## src/rtl/game_pkg.sv

```systemverilog
// Shared types for the round sequencer: phase encoding read by the HUD and
// the winner codes latched at the end of a round.
package game_pkg;

  typedef enum logic [1:0] {
    TITLE     = 2'd0,
    COUNTDOWN = 2'd1,
    PLAY      = 2'd2,
    GAMEOVER  = 2'd3
  } phase_t;

  localparam logic [1:0] WIN_NONE = 2'b00;
  localparam logic [1:0] WIN_P1   = 2'b01;
  localparam logic [1:0] WIN_P2   = 2'b10;
  localparam logic [1:0] WIN_TIE  = 2'b11;

endpackage

```

## src/rtl/round_controller_if.sv

```systemverilog
// Signals between the round sequencer, the start key, the two players and the HUD.
interface round_controller_if;

  logic       Start;
  logic [6:0] P1Score;
  logic [6:0] P2Score;
  logic       SpawnEnable;
  logic [2:0] Speed;
  logic [1:0] Phase;
  logic [6:0] SecondsLeft;
  logic [1:0] Winner;
  logic [6:0] FinalP1;
  logic [6:0] FinalP2;

  modport master (
    output Start, P1Score, P2Score,
    input  SpawnEnable, Speed, Phase, SecondsLeft, Winner, FinalP1, FinalP2
  );

  modport slave (
    input  Start, P1Score, P2Score,
    output SpawnEnable, Speed, Phase, SecondsLeft, Winner, FinalP1, FinalP2
  );

endinterface

```

## src/rtl/sec_timer.sv

```systemverilog
// Frame divider: counts FRAMES_PER_SEC frames while running and pulses Tick
// on the frame the count wraps.
module sec_timer #(
  parameter int FRAMES_PER_SEC = 60
) (
  input  logic FrameClk,
  input  logic ResetN,
  input  logic Clear,
  input  logic Run,
  output logic Tick
);

  localparam int CNT_W = (FRAMES_PER_SEC > 1) ? $clog2(FRAMES_PER_SEC) : 1;
  localparam logic [CNT_W-1:0] LAST = CNT_W'(FRAMES_PER_SEC - 1);

  logic [CNT_W-1:0] cnt;

  assign Tick = Run && (cnt == LAST);

  // Clear wins over Run so the first Tick after a phase change is a full second away.
  always_ff @(posedge FrameClk or negedge ResetN) begin
    if (!ResetN) begin
      cnt <= '0;
    end else if (Clear) begin
      cnt <= '0;
    end else if (Run) begin
      cnt <= Tick ? '0 : cnt + CNT_W'(1);
    end
  end

endmodule

```

## src/rtl/round_controller.sv

```systemverilog
// Game sequencer for both players: Title -> Countdown -> Play -> GameOver,
// with round timer, speed ramp and end-of-round score/winner latch.
module round_controller
  import game_pkg::*;
#(
  parameter int FRAMES_PER_SEC = 60,
  parameter int COUNTDOWN_SECS = 3,
  parameter int ROUND_SECS     = 90,
  parameter int GAMEOVER_SECS  = 10,
  parameter int WIN_SCORE      = 99,
  parameter int BASE_SPEED     = 4,
  parameter int MAX_SPEED      = 7,
  parameter int RAMP_SECS      = 30
) (
  input logic               FrameClk,
  input logic               ResetN,
  round_controller_if.slave bus
);

  localparam logic [6:0] COUNT_V = 7'(COUNTDOWN_SECS);
  localparam logic [6:0] ROUND_V = 7'(ROUND_SECS);
  localparam logic [6:0] OVER_V  = 7'(GAMEOVER_SECS);
  localparam logic [6:0] WIN_V   = 7'(WIN_SCORE);
  localparam logic [6:0] RAMP_V  = 7'(RAMP_SECS);
  localparam logic [2:0] BASE_V  = 3'(BASE_SPEED);
  localparam logic [2:0] MAX_V   = 3'(MAX_SPEED);

  phase_t     state, state_nxt;
  logic       start_q, start_rise;
  logic       tick, clear, run;
  logic       win_hit, last_sec;
  logic [6:0] secs, ramp;
  logic [2:0] speed;
  logic       spawn;
  logic [1:0] winner, winner_cmp;
  logic [6:0] fin_p1, fin_p2;

  function automatic logic [2:0] speed_up(input logic [2:0] s);
    logic [3:0] inc;
    inc = {1'b0, s} + 4'd1;
    if (inc >= {1'b0, MAX_V}) return MAX_V;
    return inc[2:0];
  endfunction

  assign start_rise = bus.Start & ~start_q;
  assign win_hit    = (bus.P1Score >= WIN_V) || (bus.P2Score >= WIN_V);
  assign last_sec   = tick && (secs == 7'd1);
  assign run        = (state != TITLE);
  assign clear      = (state_nxt != state);

  sec_timer #(
    .FRAMES_PER_SEC(FRAMES_PER_SEC)
  ) u_sec_timer (
    .FrameClk(FrameClk),
    .ResetN  (ResetN),
    .Clear   (clear),
    .Run     (run),
    .Tick    (tick)
  );

  always_comb begin
    state_nxt  = state;
    winner_cmp = WIN_TIE;
    if (bus.P1Score > bus.P2Score) winner_cmp = WIN_P1;
    else if (bus.P2Score > bus.P1Score) winner_cmp = WIN_P2;

    case (state)
      TITLE:     if (start_rise) state_nxt = COUNTDOWN;
      COUNTDOWN: if (last_sec) state_nxt = PLAY;
      PLAY:      if (win_hit || last_sec) state_nxt = GAMEOVER;
      GAMEOVER: begin
        // A rematch key press beats the timeout back to Title.
        if (start_rise) state_nxt = COUNTDOWN;
        else if (last_sec) state_nxt = TITLE;
      end
      default:   state_nxt = TITLE;
    endcase
  end

  always_ff @(posedge FrameClk or negedge ResetN) begin
    if (!ResetN) begin
      state   <= TITLE;
      start_q <= 1'b0;
      spawn   <= 1'b0;
      secs    <= '0;
      ramp    <= '0;
      speed   <= BASE_V;
      winner  <= WIN_NONE;
      fin_p1  <= '0;
      fin_p2  <= '0;
    end else begin
      state   <= state_nxt;
      start_q <= bus.Start;
      spawn   <= (state_nxt == PLAY);

      if (state_nxt != state) begin
        case (state_nxt)
          COUNTDOWN: begin
            secs   <= COUNT_V;
            speed  <= BASE_V;
            winner <= WIN_NONE;
            fin_p1 <= '0;
            fin_p2 <= '0;
          end
          PLAY: begin
            secs <= ROUND_V;
            ramp <= '0;
          end
          GAMEOVER: begin
            // Capture before SpawnEnable drops and the players zero their scores.
            secs   <= OVER_V;
            fin_p1 <= bus.P1Score;
            fin_p2 <= bus.P2Score;
            winner <= winner_cmp;
          end
          default: secs <= '0;
        endcase
      end else if (tick && (secs != '0)) begin
        secs <= secs - 7'd1;
      end

      // The ramp also advances on the expiry tick, so the last step lands at round end.
      if ((state == PLAY) && tick) begin
        if ((ramp + 7'd1) == RAMP_V) begin
          ramp  <= '0;
          speed <= speed_up(speed);
        end else begin
          ramp <= ramp + 7'd1;
        end
      end
    end
  end

  assign bus.Phase       = state;
  assign bus.SpawnEnable = spawn;
  assign bus.Speed       = speed;
  assign bus.SecondsLeft = secs;
  assign bus.Winner      = winner;
  assign bus.FinalP1     = fin_p1;
  assign bus.FinalP2     = fin_p2;

endmodule

```

## src/flat_wrapper.sv

```systemverilog
// flat-port wrapper written by rule: the top's interface ports become plain ports
module round_controller_flat import game_pkg::*;
#(
  parameter int FRAMES_PER_SEC = 60,
  parameter int COUNTDOWN_SECS = 3,
  parameter int ROUND_SECS     = 90,
  parameter int GAMEOVER_SECS  = 10,
  parameter int WIN_SCORE      = 99,
  parameter int BASE_SPEED     = 4,
  parameter int MAX_SPEED      = 7,
  parameter int RAMP_SECS      = 30
)
  (FrameClk, ResetN, bus_Start, bus_P1Score, bus_P2Score, bus_SpawnEnable, bus_Speed, bus_Phase, bus_SecondsLeft, bus_Winner, bus_FinalP1, bus_FinalP2);
  round_controller_if bus_i ();
  input logic FrameClk;
  input logic ResetN;
  input wire logic [$bits(bus_i.Start)-1:0] bus_Start;
  input wire logic [$bits(bus_i.P1Score)-1:0] bus_P1Score;
  input wire logic [$bits(bus_i.P2Score)-1:0] bus_P2Score;
  output wire logic [$bits(bus_i.SpawnEnable)-1:0] bus_SpawnEnable;
  output wire logic [$bits(bus_i.Speed)-1:0] bus_Speed;
  output wire logic [$bits(bus_i.Phase)-1:0] bus_Phase;
  output wire logic [$bits(bus_i.SecondsLeft)-1:0] bus_SecondsLeft;
  output wire logic [$bits(bus_i.Winner)-1:0] bus_Winner;
  output wire logic [$bits(bus_i.FinalP1)-1:0] bus_FinalP1;
  output wire logic [$bits(bus_i.FinalP2)-1:0] bus_FinalP2;
  assign bus_i.Start = bus_Start;
  assign bus_i.P1Score = bus_P1Score;
  assign bus_i.P2Score = bus_P2Score;
  assign bus_SpawnEnable = bus_i.SpawnEnable;
  assign bus_Speed = bus_i.Speed;
  assign bus_Phase = bus_i.Phase;
  assign bus_SecondsLeft = bus_i.SecondsLeft;
  assign bus_Winner = bus_i.Winner;
  assign bus_FinalP1 = bus_i.FinalP1;
  assign bus_FinalP2 = bus_i.FinalP2;
  round_controller #(.FRAMES_PER_SEC(FRAMES_PER_SEC), .COUNTDOWN_SECS(COUNTDOWN_SECS), .ROUND_SECS(ROUND_SECS), .GAMEOVER_SECS(GAMEOVER_SECS), .WIN_SCORE(WIN_SCORE), .BASE_SPEED(BASE_SPEED), .MAX_SPEED(MAX_SPEED), .RAMP_SECS(RAMP_SECS)) u_core (.FrameClk(FrameClk), .ResetN(ResetN), .bus(bus_i));
endmodule
```

## config.mk

```make
export PLATFORM = sky130hd
export DESIGN_NAME = round_controller_flat
export DESIGN_NICKNAME = d
export VERILOG_FILES = /design/src/rtl/game_pkg.sv /design/src/rtl/round_controller_if.sv /design/src/rtl/sec_timer.sv /design/src/rtl/round_controller.sv /design/src/flat_wrapper.sv
export SDC_FILE = /design/constraint.sdc
export NUM_CORES = 1
export LEC_CHECK = 0
export BUFFER_PORTS_ARGS = -buffer_cell sky130_fd_sc_hd__clkbuf_2
export CELL_PAD_IN_SITES_DETAIL_PLACEMENT = 1
export CELL_PAD_IN_SITES_GLOBAL_PLACEMENT = 1
export CORE_MARGIN = 8
export CORE_UTILIZATION = 40
export DETAILED_ROUTE_END_ITERATION = 8
export MAX_ROUTING_LAYER = met4
export PLACE_DENSITY = 0.71
export RECOVER_POWER = 25
export SLEW_MARGIN = 5
export SYNTH_ARGS = -nofsm -noshare
export SYNTH_HDL_FRONTEND = slang
export SYNTH_HIERARCHICAL = 1
export SYNTH_SLANG_ARGS = --single-unit
```

## constraint.sdc

```tcl
create_clock -name FrameClk -period 3 [get_ports FrameClk]
set_input_delay 0.6 -clock FrameClk [delete_from_list [all_inputs] [get_ports FrameClk]]
set_output_delay 0.6 -clock FrameClk [all_outputs]
set_load 0.005 [all_outputs]
```

# Word-level counts from Yosys, hierarchy flattened
# Index checks and enable logic that the tools add are counted.
[classes] n_addsub=4 order_cmp=5 eq_ne=10 n_mux=30 bitwise_logic=2 reduce_logical=16
[ops] op="two-way mux 7 bit" n=6
[ops] op="one-hot mux 7 bit (2 select lines)" n=2
[ops] op="one-hot mux 7 bit (3 select lines)" n=1
[ops] op="two-way mux 3 bit" n=6
[ops] op="two-way mux 6 bit" n=3
[ops] op="greater-or-equal comparator 7 bit (second input constant)" n=2
[ops] op="> comparator 7 bit" n=2
[ops] op="two-way mux 2 bit" n=6
[ops] op="nonzero test 2 bit" n=6
[ops] op="== test 2 bit (second input constant)" n=4
[ops] op="one-hot mux 2 bit (4 select lines)" n=1
[ops] op="adder 7 x 1 -> 7 bit (second input constant)" n=1
[ops] op="== test 7 x 1 -> 1 bit (second input constant)" n=1
[ops] op="== test 7 x 5 -> 1 bit (second input constant)" n=1
[ops] op="nonzero test 7 bit" n=1
[ops] op="subtractor 7 x 1 -> 7 bit (second input constant)" n=1
[ops] op="adder 6 x 1 -> 6 bit (second input constant)" n=1
[ops] op="== test 6 bit (second input constant)" n=1
[ops] op="adder 3 x 1 -> 4 bit (second input constant)" n=1
[ops] op="== test 2 x 1 -> 1 bit (second input constant)" n=2
[ops] op="greater-or-equal comparator 4 x 3 -> 1 bit (second input constant)" n=1
[ops] op="logical AND 1 bit" n=4
[ops] op="two-way mux 1 bit" n=4
[ops] op="one-hot mux 2 bit (2 select lines)" n=1
[ops] op="other kinds (6)" n=8
[totals] reg_bits=43 in_bits=17 out_inout_bits=29 elab_cells=77

# Longest topological paths before layout
# Gate-level depths: netlist (run 1).
[logic_depth] ltp_word=11 mapped_depth=12 ltp_nobuf=8

# Modules after synthesis
# Netlist (run 1), hierarchy kept.
[by_module_without_submodules] mod="round_controller" instances=1 cells_each=210 area_each_um2=2189.6 seq_area_each_um2=927.1
[by_module_without_submodules] mod="sec_timer" instances=1 cells_each=35 area_each_um2=334.1 seq_area_each_um2=150.1

# Least setup slack after synthesis (run 1)
# OpenSTA, ideal clock, no wires.
[synth_timing] path_kind="flip-flop to flip-flop" from="reg u_core.state[0], in the netlist u_core/bus.Phase[0]" to="reg u_core.fin_p1[0], in the netlist u_core/bus.FinalP1[0]" setup_time_ps=121 arrival_time_ps=2399 required_time_ps=2879 path_slack_ps=480 path_stages_with_launch=13 synth_period_minus_slack_ps=2520 path_cell_list="dfrtp_1 -> buf_4 -> or2_2 -> buf_6 -> nand3b_1 -> nor2_1 -> nor3b_2 -> and2_2 -> o31ai_4 -> o21a_1 -> buf_6 -> buf_12 -> a22o_1"
[synth_via] elab_chain_cells=9 elab_cells_between_ends=20
[synth_lines] item="start, declared" line="round_controller.sv:28" rtl="phase_t state, state_nxt;"
[synth_lines] item="start signal, assigned" line="round_controller.sv:92" rtl="state <= state_nxt;"
[synth_lines] item="nonzero test 2 bit *" line="round_controller.sv:48" rtl="assign run = (state != TITLE);"
[synth_lines] item="via u_core.run" line="round_controller.sv:30" rtl="logic tick, clear, run;"
[synth_lines] item="logical AND 1 bit *" line="sec_timer.sv:18" rtl="assign Tick = Run && (cnt == LAST);"
[synth_lines] item="via u_core.tick" line="round_controller.sv:30"
[synth_lines] item="logical AND 1 bit *" line="round_controller.sv:47" rtl="assign last_sec = tick && (secs == 7'd1);"
[synth_lines] item="two-way mux 2 bit or logical OR 1 bit (tied branches)" line="round_controller.sv:74, round_controller.sv:70"
[synth_lines] item="two-way mux 2 bit (on tied branches)" line="round_controller.sv:73, round_controller.sv:70"
[synth_lines] item="one-hot mux 2 bit (4 select lines) *" line="round_controller.sv:67" rtl="case (state)"
[synth_lines] item="== test 2 x 1 -> 1 bit or == test 2 bit (tied branches)" line="round_controller.sv:97" rtl="case (state_nxt)"
[synth_lines] item="nonzero test 2 bit (no line)"
[synth_lines] item="AND reduction 2 bit (no line)"
[synth_lines] item="end signal, assigned" line="round_controller.sv:112" rtl="fin_p1 <= bus.P1Score;"
[synth_lines] item="end, declared" line="round_controller.sv:36" rtl="logic [6:0] fin_p1, fin_p2;"
# Mark *: on every way through the listed nets, which the timed path passes. The rest lies on a longest branch.
# A chain may end at the register's enable or synchronous reset.

# Worst setup path in the final report (run 1)
[layout_timing] from="reg u_core.state[1], in the netlist u_core/bus.Phase[1]" to="reg u_core.u_sec_timer.cnt[3]"
[layout_via] elab_chain_cells=8 elab_cells_between_ends=19
[layout_lines] item="nonzero test 2 bit *" line="round_controller.sv:48"
[layout_lines] item="via u_core.run" line="round_controller.sv:30"
[layout_lines] item="logical AND 1 bit *" line="sec_timer.sv:18"
[layout_lines] item="via u_core.tick" line="round_controller.sv:30"
[layout_lines] item="logical AND 1 bit *" line="round_controller.sv:47"
[layout_lines] item="two-way mux 2 bit or logical OR 1 bit (tied branches)" line="round_controller.sv:74, round_controller.sv:70"
[layout_lines] item="two-way mux 2 bit (on tied branches)" line="round_controller.sv:73, round_controller.sv:70"
[layout_lines] item="one-hot mux 2 bit (4 select lines) *" line="round_controller.sv:67"
[layout_lines] item="!= test 2 bit *" line="round_controller.sv:49" rtl="assign clear = (state_nxt != state);"
[layout_lines] item="via u_core.clear" line="round_controller.sv:30"
[layout_lines] item="two-way mux 6 bit or nonzero test 2 bit (tied branches)"
[layout_lines] item="end signal, assigned" line="sec_timer.sv:27" rtl="cnt <= Tick ? '0 : cnt + CNT_W'(1);"
[layout_lines] item="end, declared" line="sec_timer.sv:16" rtl="logic [CNT_W-1:0] cnt;"
# Mark *: on every way through the listed nets, which the timed path passes. The rest lies on a longest branch. The select of a mux whose other input is x is not followed.

==> results_dict.tcl, run 1 <==
set metrics [dict create \
    status "complete, no violations" \
    hold_viol 0 \
    timing.setup.tns_ns 0 \
    path_cells "or2_2 > nand3b_1 > nor2_1 > nor3b_2 > and2_2 > o31ai_4 > nand2_1 > a311oi_1" \
    drv_cap 0 \
    path_delay_family "simple AND/OR/NAND/NOR gates" \
    drt_iter0_drc 83 \
    dpl.cell_count 367 \
    cts.sinks 43 \
    worstSetupEndpointType "flip-flop" \
    cts_hold_buf 0 \
    r2r_end "u_core/u_sec_timer/cnt[3]" \
    wl_per_cell_um 16.5 \
    max_stage_delay_ns 0.40 \
    instances_no_fill 375 \
    worst_r2r_path_depth 8 \
    cp.depth 8 \
    via_count 2053 \
    finClkSkew_ns 0.00565 \
    wl_met2_um 2820 \
    postCtsSetupBuffers 0 \
    hp-class "input pin to flip-flop" \
    grt_max_degree 44 \
    clk_pin_slew_ns 0.08 \
    cts_max_path_buffers 2 \
    top_layer "met4" \
    met3_wirelength_um 270 \
    synthArstFlopShare 1.00 \
    synth_edf_count 0 \
    num_antenna_cells 0 \
    numCtsBuffers 5 \
    cts.repair.resized 0 \
    fin_crit_ns 2.46 \
    grt_pass1_wl_um 10500 \
    wl_met1_um 3040 \
    synthDominantCellAreaShare 0.416 \
    ys_top_cells_by_area "dfrtp_1 42%, ha_1 6.9%, nand2_1 3.3%, a22o_1 3.1%, nand3_1 3.0%" \
    synthesis.area_um2 2520 \
    area_growth_pct 15.3 \
    startpoint "u_core/bus.Phase[1]" \
    port_buffers 45 \
    die_area_um2 9110 \
    antenna_found_initial 0 \
    htree_levels 2 \
    vias_per_cell 5.47 \
    rrSetupSlack_ns 0.54 \
    ant_nets 0 \
    synth.largest_area_cell "dfrtp_1" \
    r2r_start "u_core/bus.Phase[1]" \
    drive_gt1_frac 0.272 \
    die_w_um 95.4 \
    required_ns 3.21 \
    p_per_area_nw_per_um2 599 \
    cp_max_fo 12 \
    ys_types 63 \
    grt_pass1_vias 2152 \
    syn_inst 245 \
    clk_latency_ns 0.30 \
    fin_crit_sh 0.821 \
    worst_pin_slew_ns 1.11 \
    crit_end "u_core/u_sec_timer/cnt[3]" \
    syn_nets 276 \
    avgSynthCellArea_um2 10.3 \
    synth_flop_cell "dfrtp_1" \
    finalSetupViolCount 0 \
    core_area_um2 6240 \
    fp-row-count 29 \
    maxSlewViolCount 0 \
    route.detailed.drc 0 \
    fillers 754 \
    cp.arrival_ns 2.67 \
    grt_usage 0.153 \
    hpwl_um 4720 \
    ios 46 \
    worstSetupStartpointType "flip-flop" \
    ys_seq_area_frac 0.427 \
    rsz0062_at_grt "false" \
    fmax_ghz 0.406 \
    final_net_count 328 \
    first_pass_iters 4 \
    ir_drop_mv 0.310 \
    cts-root-buf "clkbuf_8" \
    critPathKind "flip-flop to flip-flop" \
    crit_slowest_cell "or2_2" \
    gp_congestion 0.780 \
    cp_num_buf_inv 0 \
    ys_ff_latch 43 \
    tritoncts "built" \
    synth_warnings 6 \
    die_y_um 95.4 \
    p_leak_uw 0.00142 \
    relSlewSlack 0.260 \
    start_util 0.404 \
    wirelength_um 6200 \
    overflow 0 \
]
[worst register-to-register path, stage by stage (launching register included)]
cell and delay [ns]:
dfrtp_1 0.38, or2_2 0.41, nand3b_1 0.19, nor2_1 0.08
nor3b_2 0.17, and2_2 0.23, o31ai_4 0.34, nand2_1 0.30
a311oi_1 0.28
[cells in the mapped netlist (all sizes together), types with 3 or more instances]
cell type and number:
or2 3, o21ai 10, nor2b 6, or3 5
nand3 16, nor3b 3, nand2 22, a21oi 13
buf 6, nand4 3, o21a 3, inv 16
nor2 12, a21o 4, a22o 16, ha 14
xor2 5, dfrtp 42, a2111oi 3, mux2i 5
[stage by stage]
stage	total power, uW	instance area (um2)	util	hold WS (ns)	setup slack [ns]
floorplan	1180	2520	-	0.304	0.480
global placement	1380	2830	0.454	0.493	0.495
detailed placement	1400	2830	0.454	0.490	0.499
CTS	1770	2910	0.467	0.398	0.535
global route	1880	2910	0.466	0.436	0.376
finish	1740	2910	0.466	0.448	0.536
[routing by layer]
metal / global-route usage / vias up
li1: - / 999
met1: 0.194 / 1007
met2: 0.235 / 41
met3: 0.0362 / 6
met4: 0.0499 / 0
met5: - / -
[power breakdown]
| part | total, uW | switching, uW | internal, uW |
|---|---|---|---|
| registers | 842 | 150 | 692 |
| logic | 537 | 284 | 253 |
| clock network | 363 | 199 | 164 |
| total | 1740 | 634 | 1110 |
[cells in the final DEF, fill, tap and decap left out, types with 5 or more instances in the layout]
master	Yosys	final
a22o_1	9	9
ha_1	14	14
a22o_2	7	7
o21ai_0	8	8
xor2_1	5	5
nand3_1	15	15
mux2i_1	5	5
clkbuf_2	0	45
a21oi_1	13	13
nor2b_1	6	6
inv_1	16	16
nor2_1	11	11
buf_4	2	6
dfrtp_1	42	42
or3_1	5	5
nand2_1	22	22
clkbuf_8	0	5
[flip-flops by register name, summed over array words and instances (netlist names)]
| signal | cells |
|---|---|
| u_core/bus.SpawnEnable | 1 |
| u_core/start_q | 1 |
| u_core/bus.Winner | 2 |
| u_core/u_sec_timer/cnt | 6 |
| u_core/bus.FinalP1 | 7 |
| u_core/bus.FinalP2 | 7 |
| u_core/bus.Phase | 2 |
| u_core/ramp | 7 |
| u_core/bus.Speed | 3 |
| u_core/bus.SecondsLeft | 7 |
[layout make-up]
type | instances | area [um2] | share of cell area
Timing Repair Buffer | 52 | 274 | 0.0942
Sequential cell | 43 | 1080 | 0.370
Multi-Input combinational cell | 179 | 1320 | 0.454
Clock buffer | 7 | 76.3 | 0.0262
Clock inverter | 1 | 5.00 | 0.00172
Tap cell | 77 | 96.3 | 0.0331
Inverter | 16 | 60.1 | 0.0206
[worst min-delay path by stage]
stage                     startpoint  slack [ns]  depth (start not counted)                   endpoint
6_report                   bus_Start        0.45                          1             u_core/start_q
5_1_grt                    bus_Start        0.44                          1             u_core/start_q
4_1_cts                       ResetN        0.40                          2  u_core/bus.SecondsLeft[1]
3_5_place_dp   u_core/bus.FinalP1[3]        0.49                          1      u_core/bus.FinalP1[3]
3_3_place_gp   u_core/bus.FinalP2[3]        0.49                          1      u_core/bus.FinalP2[3]
2_1_floorplan                 ResetN        0.30                          0      u_core/bus.FinalP1[0]
[kinds of logic after synthesis]
family	Yosys count	share of synthesized area
simple gates	85	0.187
flops	43	0.427
compound gates	69	0.226
buf+inv	23	0.0501
mux	5	0.0198
fa+ha+maj	14	0.0694
xor+xnor	6	0.0208
No activity file was read; power rests on OpenSTA's default activity.
==> run 2: changes to the inputs <==
ABC_AREA = 1   (was unset)
PLACE_DENSITY = 0.75   (was 0.71)
clock period = 2.5 ns   (was 3 ns; I/O delays follow)
==> run 2 against run 1 <==
Compared with the run above: die area decreased by 1.7%; largest power group is now combinational logic; combinational power increased by 75%; core utilization increased by 3.5 points; routed wire length increased by 9.3%; sequential cell count unchanged; clock skew increased by 0.0021 ns; register-to-register slack got worse by 0.33 ns; sequential share of layout area decreased by 0.96 points; first-iteration DRC count decreased by 23%; hold slack got worse by 0.13 ns; global-route usage increased by 1.0 points.
==> results_dict.tcl, run 2 <==
set metrics [dict create \
    status "complete, no violations" \
    avgSynthCellArea_um2 7.75 \
    fmax_ghz 0.437 \
    grt_max_degree 44 \
    ys_top_cells_by_area "dfrtp_1 43%, nand2_1 14%, inv_1 7.4%, ha_1 7.1%, nand3_1 5.5%" \
    synth_flop_cell "dfrtp_1" \
    regArea_um2 1080 \
    die_w_um 94.6 \
    final_net_count 412 \
    synth_edf_count 0 \
    first_pass_iters 4 \
    finalSetupViolCount 0 \
    fin_crit_sh 0.916 \
    num_antenna_cells 0 \
    cts_max_path_buffers 2 \
    worstSetupStartpointType "flip-flop" \
    fp-row-count 28 \
    ys_ff_latch 43 \
    route.detailed.drc 0 \
    netlist_top_cells_count "93 x nand2_1, 49 x inv_1, 42 x dfrtp_1" \
    port_buffers 45 \
    die_y_um 94.6 \
    start_util 0.415 \
    drive_gt1_frac 0.228 \
    vias_per_cell 4.93 \
    hold_viol 0 \
    cp_num_buf_inv 3 \
    htree_levels 2 \
    tritoncts "built" \
    cts.sinks 43 \
    hp-class "input pin to flip-flop" \
    critPathKind "flip-flop to flip-flop" \
    ant_nets 0 \
    ios 46 \
    syn_inst 319 \
    required_ns 2.70 \
    die_area_um2 8950 \
    cp_max_fo 8 \
    grt_pass1_wl_um 11500 \
    ys_types 27 \
    cts-root-buf "clkbuf_8" \
    core_area_um2 5960 \
    maxSlewViolCount 0 \
    max_stage_delay_ns 0.38 \
    cts_hold_buf 0 \
    relSlewSlack 0.257 \
    antenna_found_initial 0 \
    numCtsBuffers 5 \
    dp_slack_ns 0.110 \
    finClkSkew_ns 0.00772 \
    worstSetupEndpointType "flip-flop" \
    wirelength_um 6780 \
    synthArstFlopShare 1.00 \
    grt_pass1_vias 2441 \
    overflow 0 \
    path_cells "ha_2 > nand2_1 > nor2_1 > nand2_2 > inv_1 > nand2_1 > nor2_2 > nand2_4 > a21oi_1 > nand2_2 > nand3_4 > nand2_8 > nor2_4 > inv_4 > nand3_1 > nand2_1 > inv_1 > a21oi_2" \
    ys_seq_area_frac 0.436 \
    ir_drop_mv 0.371 \
    yosysMostFrequentCell "nand2_1" \
    cp.arrival_ns 2.49 \
    clk_pin_slew_ns 0.09 \
    crit_slowest_cell "dfrtp_1" \
    grt_usage 0.163 \
    gp_congestion 0.796 \
    worst_pin_slew_ns 1.11 \
    via_count 2255 \
    multi_input_area_um2 1190 \
    p_per_area_nw_per_um2 782 \
    p_leak_uw 0.00174 \
    synth.largest_area_cell "dfrtp_1" \
    drv_cap 0 \
    rrSetupSlack_ns 0.21 \
    synthDominantCellAreaShare 0.425 \
    instances_no_fill 457 \
    hpwl_um 5160 \
    syn_nets 350 \
    path_delay_family "simple AND/OR/NAND/NOR gates" \
    synth_warnings 6 \
    layout_setup_ws_ns 0.210 \
    fin_crit_ns 2.29 \
    mostFrequentLayoutCells "93 x nand2_1, 48 x inv_1, 45 x clkbuf_2" \
    synthesis.area_um2 2470 \
    critPathMostFrequentCell "nand2_1" \
    dpl.cell_count 443 \
    hold_ws_ns 0.323 \
    area_growth_pct 20.9 \
    fillers 802 \
    drt_iter0_drc 64 \
    final_common_cell "nand2_1" \
    wl_per_cell_um 14.8 \
    clk_latency_ns 0.30 \
]
run 2: cell count changes after synthesis, moves of 6 or more:
cell / before / now
nor2_1: 11 / 17
nand2_1: 22 / 93
nand3_1: 15 / 27
a22o_1: 9 / 0
nor2b_1: 6 / 0
a22o_2: 7 / 0
inv_1: 16 / 49
run 2: cell type report:
| type | count | share of cell area |
|---|---|---|
| timing repair buffer | 56 | 0.102 |
| multi-input combinational | 220 | 0.398 |
| clock inverter | 3 | 0.0147 |
| inverter | 55 | 0.0700 |
| sequential | 43 | 0.361 |
| clock buffer | 5 | 0.0230 |
| tap | 75 | 0.0314 |
run 2: worst paths after layout:
path                                      startpoint                   endpoint  cells after the start
setup / recovery           u_core/u_sec_timer/cnt[0]  u_core/u_sec_timer/cnt[5]                     18
setup reg to reg           u_core/u_sec_timer/cnt[0]  u_core/u_sec_timer/cnt[5]                     18
min in group asynchronous                     ResetN  u_core/u_sec_timer/cnt[3]                      2
max in group asynchronous                     ResetN  u_core/bus.SecondsLeft[0]                      2
hold reg to reg                 u_core/bus.Winner[1]       u_core/bus.Winner[1]                      2
hold / removal                             bus_Start             u_core/start_q                      1
run 2: what timing repair did:
action                                  4_1_cts  5_1_grt
gates resized for setup                       0        5
endpoints found under the setup margin        0       23
buffers inserted                              0        6
run 2: kinds of logic (layout without fill, tap and decap cells):
logic type,Yosys count,in the layout,synth area share
xor gates and xnor gates,9,9,0.0319
buffers and inverters,56,119,0.0891
AOI/OAI and AO/OA,37,37,0.0825
adders and majority gates,14,14,0.0709
and+or+nand+nor,160,160,0.290
DFF,43,43,0.436
run 2: where the power goes:
part | internal [uW] | leakage [uW] | switching [uW]
combinational | 341 | 0.00110 | 597
sequential | 767 | 0.000584 | 81.2
clock | 298 | 0.0000581 | 251
run 2: metal layers:
metal  vias up  GRT usage  wire, um
met5         -          -         0
met4         0     0.0455        40
met3         6     0.0238       159
met2        36      0.281      3530
met1      1086      0.194      3050
li1       1127          -         -
run 2: stage by stage:
| step | setup TNS (ns) | area (um2) | power, uW | utilization |
|---|---|---|---|---|
| detailed placement | 0 | 2820 | 1700 | 0.473 |
| global route | -0.0310 | 2990 | 2500 | 0.501 |
| floorplan | 0 | 2470 | 1440 | - |
| global placement | 0 | 2820 | 1680 | 0.473 |
| finish | 0 | 2990 | 2330 | 0.501 |
| CTS | 0 | 2930 | 2270 | 0.492 |
run 2: worst reg2reg max path, delay by kind of cell (launching register included):
kind            cells  cell delay (ns)
buf+inv             3             0.22
compound gates      2             0.20
simple gates       12             1.20
fa+ha+maj           1             0.20
flops               1             0.38
==> run 3: changes to the inputs <==
clock period = 2.9 ns   (was 2.5 ns; I/O delays follow)
==> run 3 against run 2 <==
Compared with the run above: clock power decreased by 28%; sequential cell count stayed put; register-to-register slack improved by 0.22 ns; routed wire length decreased by 0.71%; maximum frequency is 7.2% lower; power is 21% lower.
==> results_dict.tcl, run 3 (synthesized netlist as in run 2, its figures left out) <==
set metrics [dict create \
    cts_max_path_buffers 2 \
    core_area_um2 5960 \
    hold_viol 0 \
    start_util 0.415 \
    clk_pin_slew_ns 0.08 \
    grt_pass1_wl_um 11700 \
    worst_r2r_path_depth 19 \
    finalSetupViolCount 0 \
    critPathKind "flip-flop to flip-flop" \
    final_net_count 403 \
    layout_setup_ws_ns 0.431 \
    gp_congestion 0.839 \
    switching_share 0.413 \
    pwr-share-seq 0.406 \
    relSlewSlack 0.361 \
    wirelength_um 6730 \
    cp.arrival_ns 2.66 \
    hp-class "input pin to async pin" \
    numCtsBuffers 5 \
    final_common_cell "nand2_1" \
    vias_per_cell 4.92 \
    crit_slowest_cell "dfrtp_1" \
    comb_power_share 0.380 \
    rrSetupSlack_ns 0.43 \
    p_sw_uw 758 \
    cts.repair.resized 0 \
    via_count 2199 \
    p_leak_uw 0.00168 \
    placed_area_um2 2790 \
    postCtsSetupBuffers 0 \
    design_area_um2 2880 \
    mostFrequentLayoutCells "93 x nand2_1, 49 x inv_1, 44 x clkbuf_2" \
    max_stage_delay_ns 0.46 \
    status "complete, no violations" \
    finClkSkew_ns 0.00604 \
    fin_crit_sh 0.851 \
    ir_drop_mv 0.392 \
    wl_per_cell_um 15.1 \
    cts.sinks 43 \
    grt_max_degree 28 \
    fp-row-count 28 \
    hpwl_um 5380 \
    ant_nets 0 \
    cts-root-buf "clkbuf_8" \
    ios 46 \
    worstSetupStartpointType "flip-flop" \
    clock_power_share 0.213 \
    clk_latency_ns 0.30 \
    overflow 0 \
    worst_pin_slew_ns 0.959 \
    cts_hold_buf 0 \
    first_pass_iters 4 \
    r2r_end "u_core/u_sec_timer/cnt[5]" \
    grt_usage 0.169 \
    path_cells "nor2_1 > inv_1 > nand2_1 > nor2_1 > nand2_2 > inv_1 > nand2_1 > nor2_2 > nand2_4 > a21oi_1 > nand2_2 > nand3_4 > nand2_4 > nor2_2 > inv_4 > nand3_1 > nand2_1 > inv_1 > a21oi_2" \
    tritoncts "built" \
    required_ns 3.09 \
    rsz0062_at_grt "false" \
    dp_slack_ns 0.442 \
    htree_levels 2 \
    area_growth_pct 16.4 \
    antenna_found_initial 0 \
    num_antenna_cells 0 \
    route.detailed.drc 0 \
    fin_crit_ns 2.47 \
    maxSlewViolCount 0 \
    fillers 803 \
    timing.setup.tns_ns 0 \
    fmax_ghz 0.405 \
    die_w_um 94.6 \
    internal_power_uw 1080 \
    cp_num_buf_inv 4 \
    worstSetupEndpointType "flip-flop" \
    die_area_um2 8950 \
    grt_pass1_vias 2461 \
    path_delay_family "simple AND/OR/NAND/NOR gates" \
    drt_iter0_drc 58 \
    p_per_area_nw_per_um2 638 \
    port_buffers 45 \
    drv_cap 0 \
    die_y_um 94.6 \
    r2r_start "u_core/bus.Phase[0]" \
    drive_gt1_frac 0.199 \
    cp_max_fo 8 \
]
## run 3: through the flow
step	cells	total power, uW	hold slack [ns]	utilization
floorplan	319	1240	0.284	-
global route	447	1970	0.410	0.483
global placement	440	1440	0.457	0.469
finish	447	1840	0.404	0.483
detailed placement	440	1460	0.466	0.469
CTS	447	1860	0.220	0.484
## run 3: final cells by class
| type | count | area, um2 | share of cell area |
|---|---|---|---|
| Inverter | 55 | 209 | 0.0726 |
| Clock inverter | 1 | 5.00 | 0.00174 |
| Tap cell | 75 | 93.8 | 0.0326 |
| Clock buffer | 6 | 82.6 | 0.0287 |
| Sequential cell | 43 | 1080 | 0.375 |
| Multi-Input combinational cell | 220 | 1170 | 0.408 |
| Timing Repair Buffer | 47 | 235 | 0.0818 |
## run 3: power groups by stage
stage                     Clock (uW)  Sequential [uW]  Combinational [uW]
final                            392              746                 698
after global routing             428              755                 789
after global placement             0              749                 691
after detailed placement           0              757                 699
after CTS                        409              745                 710
after floorplan                    0              738                 504
## run 3: worst max path at each step
stage	from	end	slack, ns	depth (start not counted)
finish	u_core/bus.Phase[0]	u_core/u_sec_timer/cnt[5]	0.43	19
global route	u_core/bus.Phase[0]	u_core/u_sec_timer/cnt[4]	0.19	17
CTS	u_core/bus.Phase[0]	u_core/u_sec_timer/cnt[5]	0.42	19
detailed placement	u_core/bus.Phase[0]	u_core/u_sec_timer/cnt[5]	0.44	19
global placement	u_core/bus.Phase[0]	u_core/u_sec_timer/cnt[5]	0.57	19
floorplan	u_core/bus.Phase[0]	u_core/u_sec_timer/cnt[5]	0.73	19
## run 3: worst register-to-register path, cell delays in order, from the launching register on
cell     delay, ns
dfrtp_1       0.46
nor2_1        0.09
inv_1         0.13
nand2_1       0.07
nor2_1        0.11
nand2_2       0.11
inv_1         0.08
nand2_1       0.06
nor2_2        0.15
nand2_4       0.08
a21oi_1       0.16
nand2_2       0.10
nand3_4       0.11
nand2_4       0.11
nor2_2        0.24
inv_4         0.09
nand3_1       0.09
nand2_1       0.05
inv_1         0.06
a21oi_2       0.03
## run 3: routing by layer
layer  up-vias  share of wire  wire [um]  GRT usage
met2        32           0.47       3190      0.274
li1       1112              -          -          -
met1      1042           0.48       3240      0.206
met4         0          0.023        157     0.0624
met3        13          0.021        140     0.0302
met5         -              0          0          -
